==> config.mk <==
export PLATFORM = sky130hd
export DESIGN_NAME = maze_packet_rx
export DESIGN_NICKNAME = d
export VERILOG_FILES = /design/src/rtl/maze_packet_rx_pkg.sv /design/src/rtl/maze_packet_rx_sync_edge.sv /design/src/rtl/maze_packet_rx.sv
export SDC_FILE = /design/constraint.sdc
export NUM_CORES = 1
export LEC_CHECK = 0
export BUFFER_PORTS_ARGS = -buffer_cell sky130_fd_sc_hd__buf_4
export CAP_MARGIN = 30
export CORE_MARGIN = 2
export CORE_UTILIZATION = 39
export CTS_CLUSTER_SIZE = 24
export DETAILED_ROUTE_END_ITERATION = 6
export GPL_ROUTABILITY_DRIVEN = 0
export GPL_TIMING_DRIVEN = 0
export SLEW_MARGIN = 10
export SYNTH_ARGS = -nofsm -noshare
export SYNTH_HDL_FRONTEND = slang
export SYNTH_SLANG_ARGS = --single-unit
==> constraint.sdc <==
create_clock -name CLK -period 2.55 [get_ports CLK]
set_clock_uncertainty 0.15 [all_clocks]
set_input_delay 0.3825 -clock CLK [delete_from_list [all_inputs] [get_ports CLK]]
set_output_delay 0.3825 -clock CLK [all_outputs]
set_load 0.05 [all_outputs]
==> src/rtl/maze_packet_rx_pkg.sv <==
// Shared types and field layout for the maze packet receiver.
// MAZE_PACKET_RX_PARITY_EN adds a trailing even-parity bit to each frame.
package maze_packet_rx_pkg;

  typedef enum logic [1:0] {
    ST_IDLE  = 2'd0,
    ST_SHIFT = 2'd1,
    ST_CHECK = 2'd2,
    ST_DROP  = 2'd3
  } rx_state_e;

  localparam int PAYLOAD_W = 16;
  localparam int X_LSB     = 13;
  localparam int X_W       = 3;
  localparam int Y_LSB     = 11;
  localparam int Y_W       = 2;
  localparam int RSV_LSB   = 8;
  localparam int RSV_W     = 3;
  localparam int TILE_LSB  = 0;
  localparam int TILE_W    = 8;

  localparam int MAX_X = 4;
  localparam int MAX_Y = 3;

  typedef enum logic [2:0] {
    TB_DONE     = 3'd0,
    TB_CURRENT  = 3'd1,
    TB_EXPLORED = 3'd2,
    TB_TOP      = 3'd3,
    TB_RIGHT    = 3'd4,
    TB_BOTTOM   = 3'd5,
    TB_LEFT     = 3'd6
  } tile_bit_e;

`ifdef MAZE_PACKET_RX_PARITY_EN
  localparam int FRAME_BITS = PAYLOAD_W + 1;
`else
  localparam int FRAME_BITS = PAYLOAD_W;
`endif

  function automatic logic [7:0] sat_inc8(input logic [7:0] v);
    return (v == 8'hFF) ? v : v + 8'd1;
  endfunction

endpackage

==> src/rtl/maze_packet_rx_sync_edge.sv <==
// Multi-flop synchronizer for one asynchronous input, with rise/fall strobes
// derived from the synchronized level and a one-cycle-delayed copy.
module maze_packet_rx_sync_edge #(
  parameter int STAGES = 2
) (
  input  logic CLK,
  input  logic RESET,
  input  logic d,
  output logic q,
  output logic rise,
  output logic fall
);

  logic [STAGES-1:0] pipe;
  logic              prev;

  always_ff @(posedge CLK) begin
    if (RESET) begin
      pipe <= '0;
      prev <= 1'b0;
    end else begin
      pipe <= {pipe[STAGES-2:0], d};
      prev <= pipe[STAGES-1];
    end
  end

  assign q    = pipe[STAGES-1];
  assign rise = q & ~prev;
  assign fall = ~q & prev;

endmodule

==> src/rtl/maze_packet_rx.sv <==
// Serial maze-tile packet receiver: synchronizes the robot link, shifts a frame
// MSB first, validates it and publishes it. MAZE_PACKET_RX_PARITY_EN adds parity.
module maze_packet_rx
  import maze_packet_rx_pkg::*;
#(
  parameter int SYNC_STAGES    = 2,
  parameter int TIMEOUT_CYCLES = 50000
) (
  input  logic        CLK,
  input  logic        RESET,
  input  logic        SCLK_IN,
  input  logic        SDATA_IN,
  input  logic        SFRAME_IN,
  output logic [15:0] DATA_OUT,
  output logic        DATA_VAL,
  output logic        FRAME_ERR,
  output logic [7:0]  ERR_COUNT
);

  localparam int IN_SCLK   = 0;
  localparam int IN_SDATA  = 1;
  localparam int IN_SFRAME = 2;

  localparam int                  TMO_W       = $clog2(TIMEOUT_CYCLES + 1);
  localparam logic [TMO_W-1:0]    TMO_LAST    = TMO_W'(TIMEOUT_CYCLES - 1);
  localparam logic [2:0]          SETTLE_DONE = 3'(SYNC_STAGES + 1);
  localparam logic [4:0]          LEN_OK      = 5'(FRAME_BITS);
  localparam logic [X_W-1:0]      MAX_X_L     = MAX_X[X_W-1:0];
  localparam logic [Y_W:0]        MAX_Y_L     = MAX_Y[Y_W:0];

  logic [2:0] raw_in, sync_q, sync_rise, sync_fall;

  assign raw_in = {SFRAME_IN, SDATA_IN, SCLK_IN};

  maze_packet_rx_sync_edge #(.STAGES(SYNC_STAGES)) u_sync [2:0] (
    .CLK   (CLK),
    .RESET (RESET),
    .d     (raw_in),
    .q     (sync_q),
    .rise  (sync_rise),
    .fall  (sync_fall)
  );

  logic unused_sync;
  assign unused_sync = ^{sync_q[IN_SCLK], sync_fall[IN_SCLK],
                         sync_rise[IN_SDATA], sync_fall[IN_SDATA]};

  logic sclk_rise, sdata, sframe, sframe_rise, sframe_fall;
  assign sclk_rise   = sync_rise[IN_SCLK];
  assign sdata       = sync_q[IN_SDATA];
  assign sframe      = sync_q[IN_SFRAME];
  assign sframe_rise = sync_rise[IN_SFRAME];
  assign sframe_fall = sync_fall[IN_SFRAME];

  rx_state_e             state;
  logic [4:0]            bit_cnt;
  logic [FRAME_BITS-1:0] shreg;
  logic [TMO_W-1:0]      tmo_cnt;
  logic [2:0]            settle_cnt;
  logic                  settled;

  // The synchronizers come out of reset at 0, so a frame line that is
  // already high would look like a fresh rise; starts wait until they fill.
  assign settled = (settle_cnt == SETTLE_DONE);

  logic [PAYLOAD_W-1:0] payload;
  logic                 fields_ok, parity_ok, frame_ok;

  assign payload   = shreg[FRAME_BITS-1 -: PAYLOAD_W];
  assign fields_ok = (payload[X_LSB +: X_W] <= MAX_X_L) &&
                     ({1'b0, payload[Y_LSB +: Y_W]} <= MAX_Y_L) &&
                     (payload[RSV_LSB +: RSV_W] == '0);
`ifdef MAZE_PACKET_RX_PARITY_EN
  assign parity_ok = ~(^shreg);
`else
  assign parity_ok = 1'b1;
`endif
  assign frame_ok  = (bit_cnt == LEN_OK) && fields_ok && parity_ok;

  always_ff @(posedge CLK) begin
    if (RESET) begin
      state      <= ST_IDLE;
      bit_cnt    <= '0;
      shreg      <= '0;
      tmo_cnt    <= '0;
      settle_cnt <= '0;
      DATA_OUT   <= '0;
      DATA_VAL   <= 1'b0;
      FRAME_ERR  <= 1'b0;
      ERR_COUNT  <= '0;
    end else begin
      DATA_VAL  <= 1'b0;
      FRAME_ERR <= 1'b0;
      if (!settled) settle_cnt <= settle_cnt + 3'd1;

      case (state)
        ST_IDLE: begin
          if (sframe_rise && settled) begin
            state   <= ST_SHIFT;
            bit_cnt <= '0;
            shreg   <= '0;
            tmo_cnt <= '0;
          end
        end

        ST_SHIFT: begin
          if (sclk_rise) begin
            shreg   <= {shreg[FRAME_BITS-2:0], sdata};
            tmo_cnt <= '0;
            if (bit_cnt != 5'd31) bit_cnt <= bit_cnt + 5'd1;
          end else begin
            tmo_cnt <= tmo_cnt + 1'b1;
          end
          // A bit arriving with the frame fall is shifted above before CHECK.
          if (sframe_fall) begin
            state <= ST_CHECK;
          end else if (!sclk_rise && tmo_cnt == TMO_LAST) begin
            state     <= ST_DROP;
            FRAME_ERR <= 1'b1;
            ERR_COUNT <= sat_inc8(ERR_COUNT);
          end
        end

        ST_CHECK: begin
          if (frame_ok) begin
            DATA_OUT <= payload;
            DATA_VAL <= 1'b1;
            state    <= ST_IDLE;
          end else begin
            state     <= ST_DROP;
            FRAME_ERR <= 1'b1;
            ERR_COUNT <= sat_inc8(ERR_COUNT);
          end
        end

        ST_DROP: begin
          if (!sframe) state <= ST_IDLE;
        end

        default: state <= ST_IDLE;
      endcase
    end
  end

endmodule
==> results.yml <==
run_status:
  status: "finished, final reports clean"
synth:
  synth-seq-area-share: 0.480
  synth.avg_cell_area_sq_um: 9.23
  synth-seq-cells: 76
  synth_area_sq_um: 3170
  synthCells: 343
  syn_nets: 359
  ys_types: 47
  ys_warn_count: 0
layout:
  drive_gt1_frac: 0.175
  fin_cells: 490
  n_antenna_cell: 0
  nets: 399
  syn2layout_area_growth_pct: 18.9
  mostFrequentLayoutCell: "dfxtp_1"
  final_cell_mix: "dfxtp_1, nand2_1, buf_4"
setup_path:
  crit_family: "simple AND/OR/NAND/NOR gates"
  cp-start-kind: "register"
  cp-end-kind: "register"
  worstPathArrival_ns: 2.54
  cp_cell_sequence: "ha_1 > ha_2 > and4b_2 > or2_2 > buf_2 > and4_4 > buf_4 > a22o_1"
  worstSetupPathType: "register to register"
  regToRegSetupSlack_ns: 0.10
  crit_slowest_cell: "dfxtp_1"
  cp.required_ns: 2.65
  cp_max_fo: 10
  max_stage_delay_ns: 0.33
  critPathBufInv: 2
floorplan:
  die_w_um: 94.1
  core_region_area_sq_um: 7810
  start_util: 0.406
  die_area_sq_um: 8860
  die_h_um: 94.1
  pin_count: 31
  rows: 32
clock_tree:
  cts_made_buffers: 9
  clockBufferDepth: 2
  cts_tree: "yes"
  cts_root_buf: "clkbuf_8"
  clk_latency_ns: 0.35
  path_clk_slew_ns: 0.08
  htree_levels: 3
  cts.sinks: 76
  hold_buffers: 0
  postCtsSetupRepairBufs: 0
flow_run:
  drv_cap: 0
drt:
  drt_iter0_markers: 92
  via_count: 2513
  wl_met1_mm: 3.22
  drt_first_pass_iters: 4
  wl_met3_um: 271
  wl_per_cell_um: 13.7
  drcViolationCount: 0
  vias_per_cell: 5.13
  ant_nets: 0
  topRoutingLayerUsed: "met4"
  wl_mm: 6.70
  dr_wl_met2_mm: 3.12
global_routing:
  grt_pass1_vias: 2465
  grt_util_all_layers: 0.168
  grt-ovfl-total: 0
  grt_max_degree: 14
  grt_pass1_wl_mm: 11.6
  antenna_found_initial: 0
place:
  dp_hpwl_mm: 4.70
  port_buffers: 30
  dp_slack_ns: -0.217
  dp.cells: 475
power:
  leakage_uw: 0.00144
  power.density_nw_per_um2: 665
  ir_drop_mv: 0.362
timing:
  layout_setup_ws_ns: 0.102
  drv_slew: 0
  max_freq_ghz: 0.408
  tns_ns: 0
  hold_ws_ns: 0.0889
  max_slew.worst_pin.slew_ns: 0.622
  slew-limit-headroom: 0.582
  finalHoldViolCount: 0
  timing.final.crit_period_ns: 2.45
  setup_viol: 0
  fin_crit_sh: 0.960
  rsz0062_at_grt: "true"
hold_path:
  hp-class: "input pin to register"
==> kinds of logic after synthesis <==
group           after synthesis  synth area share
simple gates                147             0.247
flops                        76             0.480
mux                           4            0.0158
fa+ha+maj                    11            0.0435
compound gates               65             0.138
buf+inv                      25            0.0340
xor+xnor                     15            0.0415
==> power by group <==
| part | switching [uW] | internal (uW) |
|---|---|---|
| logic | 167 | 92.1 |
| registers | 19.2 | 1210 |
| clock network | 461 | 551 |
==> worst paths after layout <==
kind	from	endpoint	cells past startpoint
worst max-delay path	settle_cnt[0]$_SDFFE_PP0N_	payload[0]$_SDFFE_PP0P_	8
worst min-delay path	SFRAME_IN	u_sync[2].pipe[0]$_SDFF_PP0_	2
worst max register to register	settle_cnt[0]$_SDFFE_PP0N_	payload[0]$_SDFFE_PP0P_	8
worst min register to register	u_sync[1].pipe[0]$_SDFF_PP0_	u_sync[1].pipe[1]$_SDFF_PP0_	1
==> repair_timing <==
item | CTS | global route
endpoints found under the setup margin | 20 | 21
pin swaps | 0 | 0
resized for setup | 4 | 9
==> layer usage <==
layer	up-vias	track usage
met5	-	0
met4	0	0.0725
met3	7	0.0441
met2	38	0.278
met1	1188	0.206
li1	1280	-
==> synthesized netlist by cell type (all sizes together) <==
cell type | number | area (sq um)
and3 | 8 | 50.1
mux2 | 2 | 30.0
buf | 7 | 40.0
a2bb2oi | 1 | 8.76
nand4 | 5 | 31.3
o21ai | 7 | 35.0
nand2b | 3 | 18.8
and2 | 3 | 18.8
o2111ai | 2 | 17.5
nor3 | 3 | 15.0
nor4 | 6 | 43.8
and4b | 1 | 10.0
nor2b | 15 | 93.8
o31a | 1 | 8.76
nor2 | 27 | 101
nand2 | 47 | 193
or4 | 4 | 37.5
inv | 10 | 37.5
dfxtp | 76 | 1520
and4 | 2 | 17.5
a211oi | 1 | 7.51
o21bai | 1 | 7.51
o211a | 2 | 20.0
ha | 11 | 138
a21oi | 27 | 135
or2 | 1 | 6.26
or3 | 5 | 31.3
o41ai | 1 | 8.76
a211o | 1 | 8.76
or4b | 1 | 10.0
nor3b | 1 | 12.5
mux2i | 2 | 20.0
or3b | 1 | 8.76
clkbuf | 8 | 30.0
o21a | 2 | 15.0
nand3b | 1 | 7.51
nand3 | 11 | 55.1
xnor2 | 8 | 70.1
a22o | 17 | 149
o31ai | 2 | 15.0
xor2 | 7 | 61.3
nor4bb | 2 | 20.0
==> worst register-to-register path, stage by stage, from the launching register on <==
cell and delay, ns:
dfxtp_1 0.33, ha_1 0.20, ha_2 0.22, and4b_2 0.31, or2_2 0.30, buf_2 0.19, and4_4 0.24, buf_4 0.18
a22o_1 0.24
==> sequential cells by signal, summed over array words and instances, names as in the netlist <==
register / count
DATA_OUT: 16
payload: 16
tmo_cnt: 16
ERR_COUNT: 8
u_sync.pipe: 6
bit_cnt: 5
settle_cnt: 3
state: 2
u_sync.prev: 2
DATA_VAL: 1
FRAME_ERR: 1
==> stage by stage <==
stage          power [uW]   util  instance area, sq um
3_5_place_dp         1510  0.451                  3520
4_1_cts              2520  0.479                  3740
2_1_floorplan        1450      -                  3170
5_1_grt              2610  0.482                  3760
6_report             2500  0.482                  3760
3_3_place_gp         1500  0.451                  3520
==> area by class of cell <==
type                            count  area [sq um]
Fill cell                         758          4040
Inverter                           10          37.5
Timing Repair Buffer               30           225
Clock inverter                      6          88.8
Buffer                             14          72.6
Sequential cell                    76          1520
Clock buffer                       10           128
Tap cell                          102           128
Multi-Input combinational cell    242          1560
Note: power is estimated with default switching activity, not from simulation.
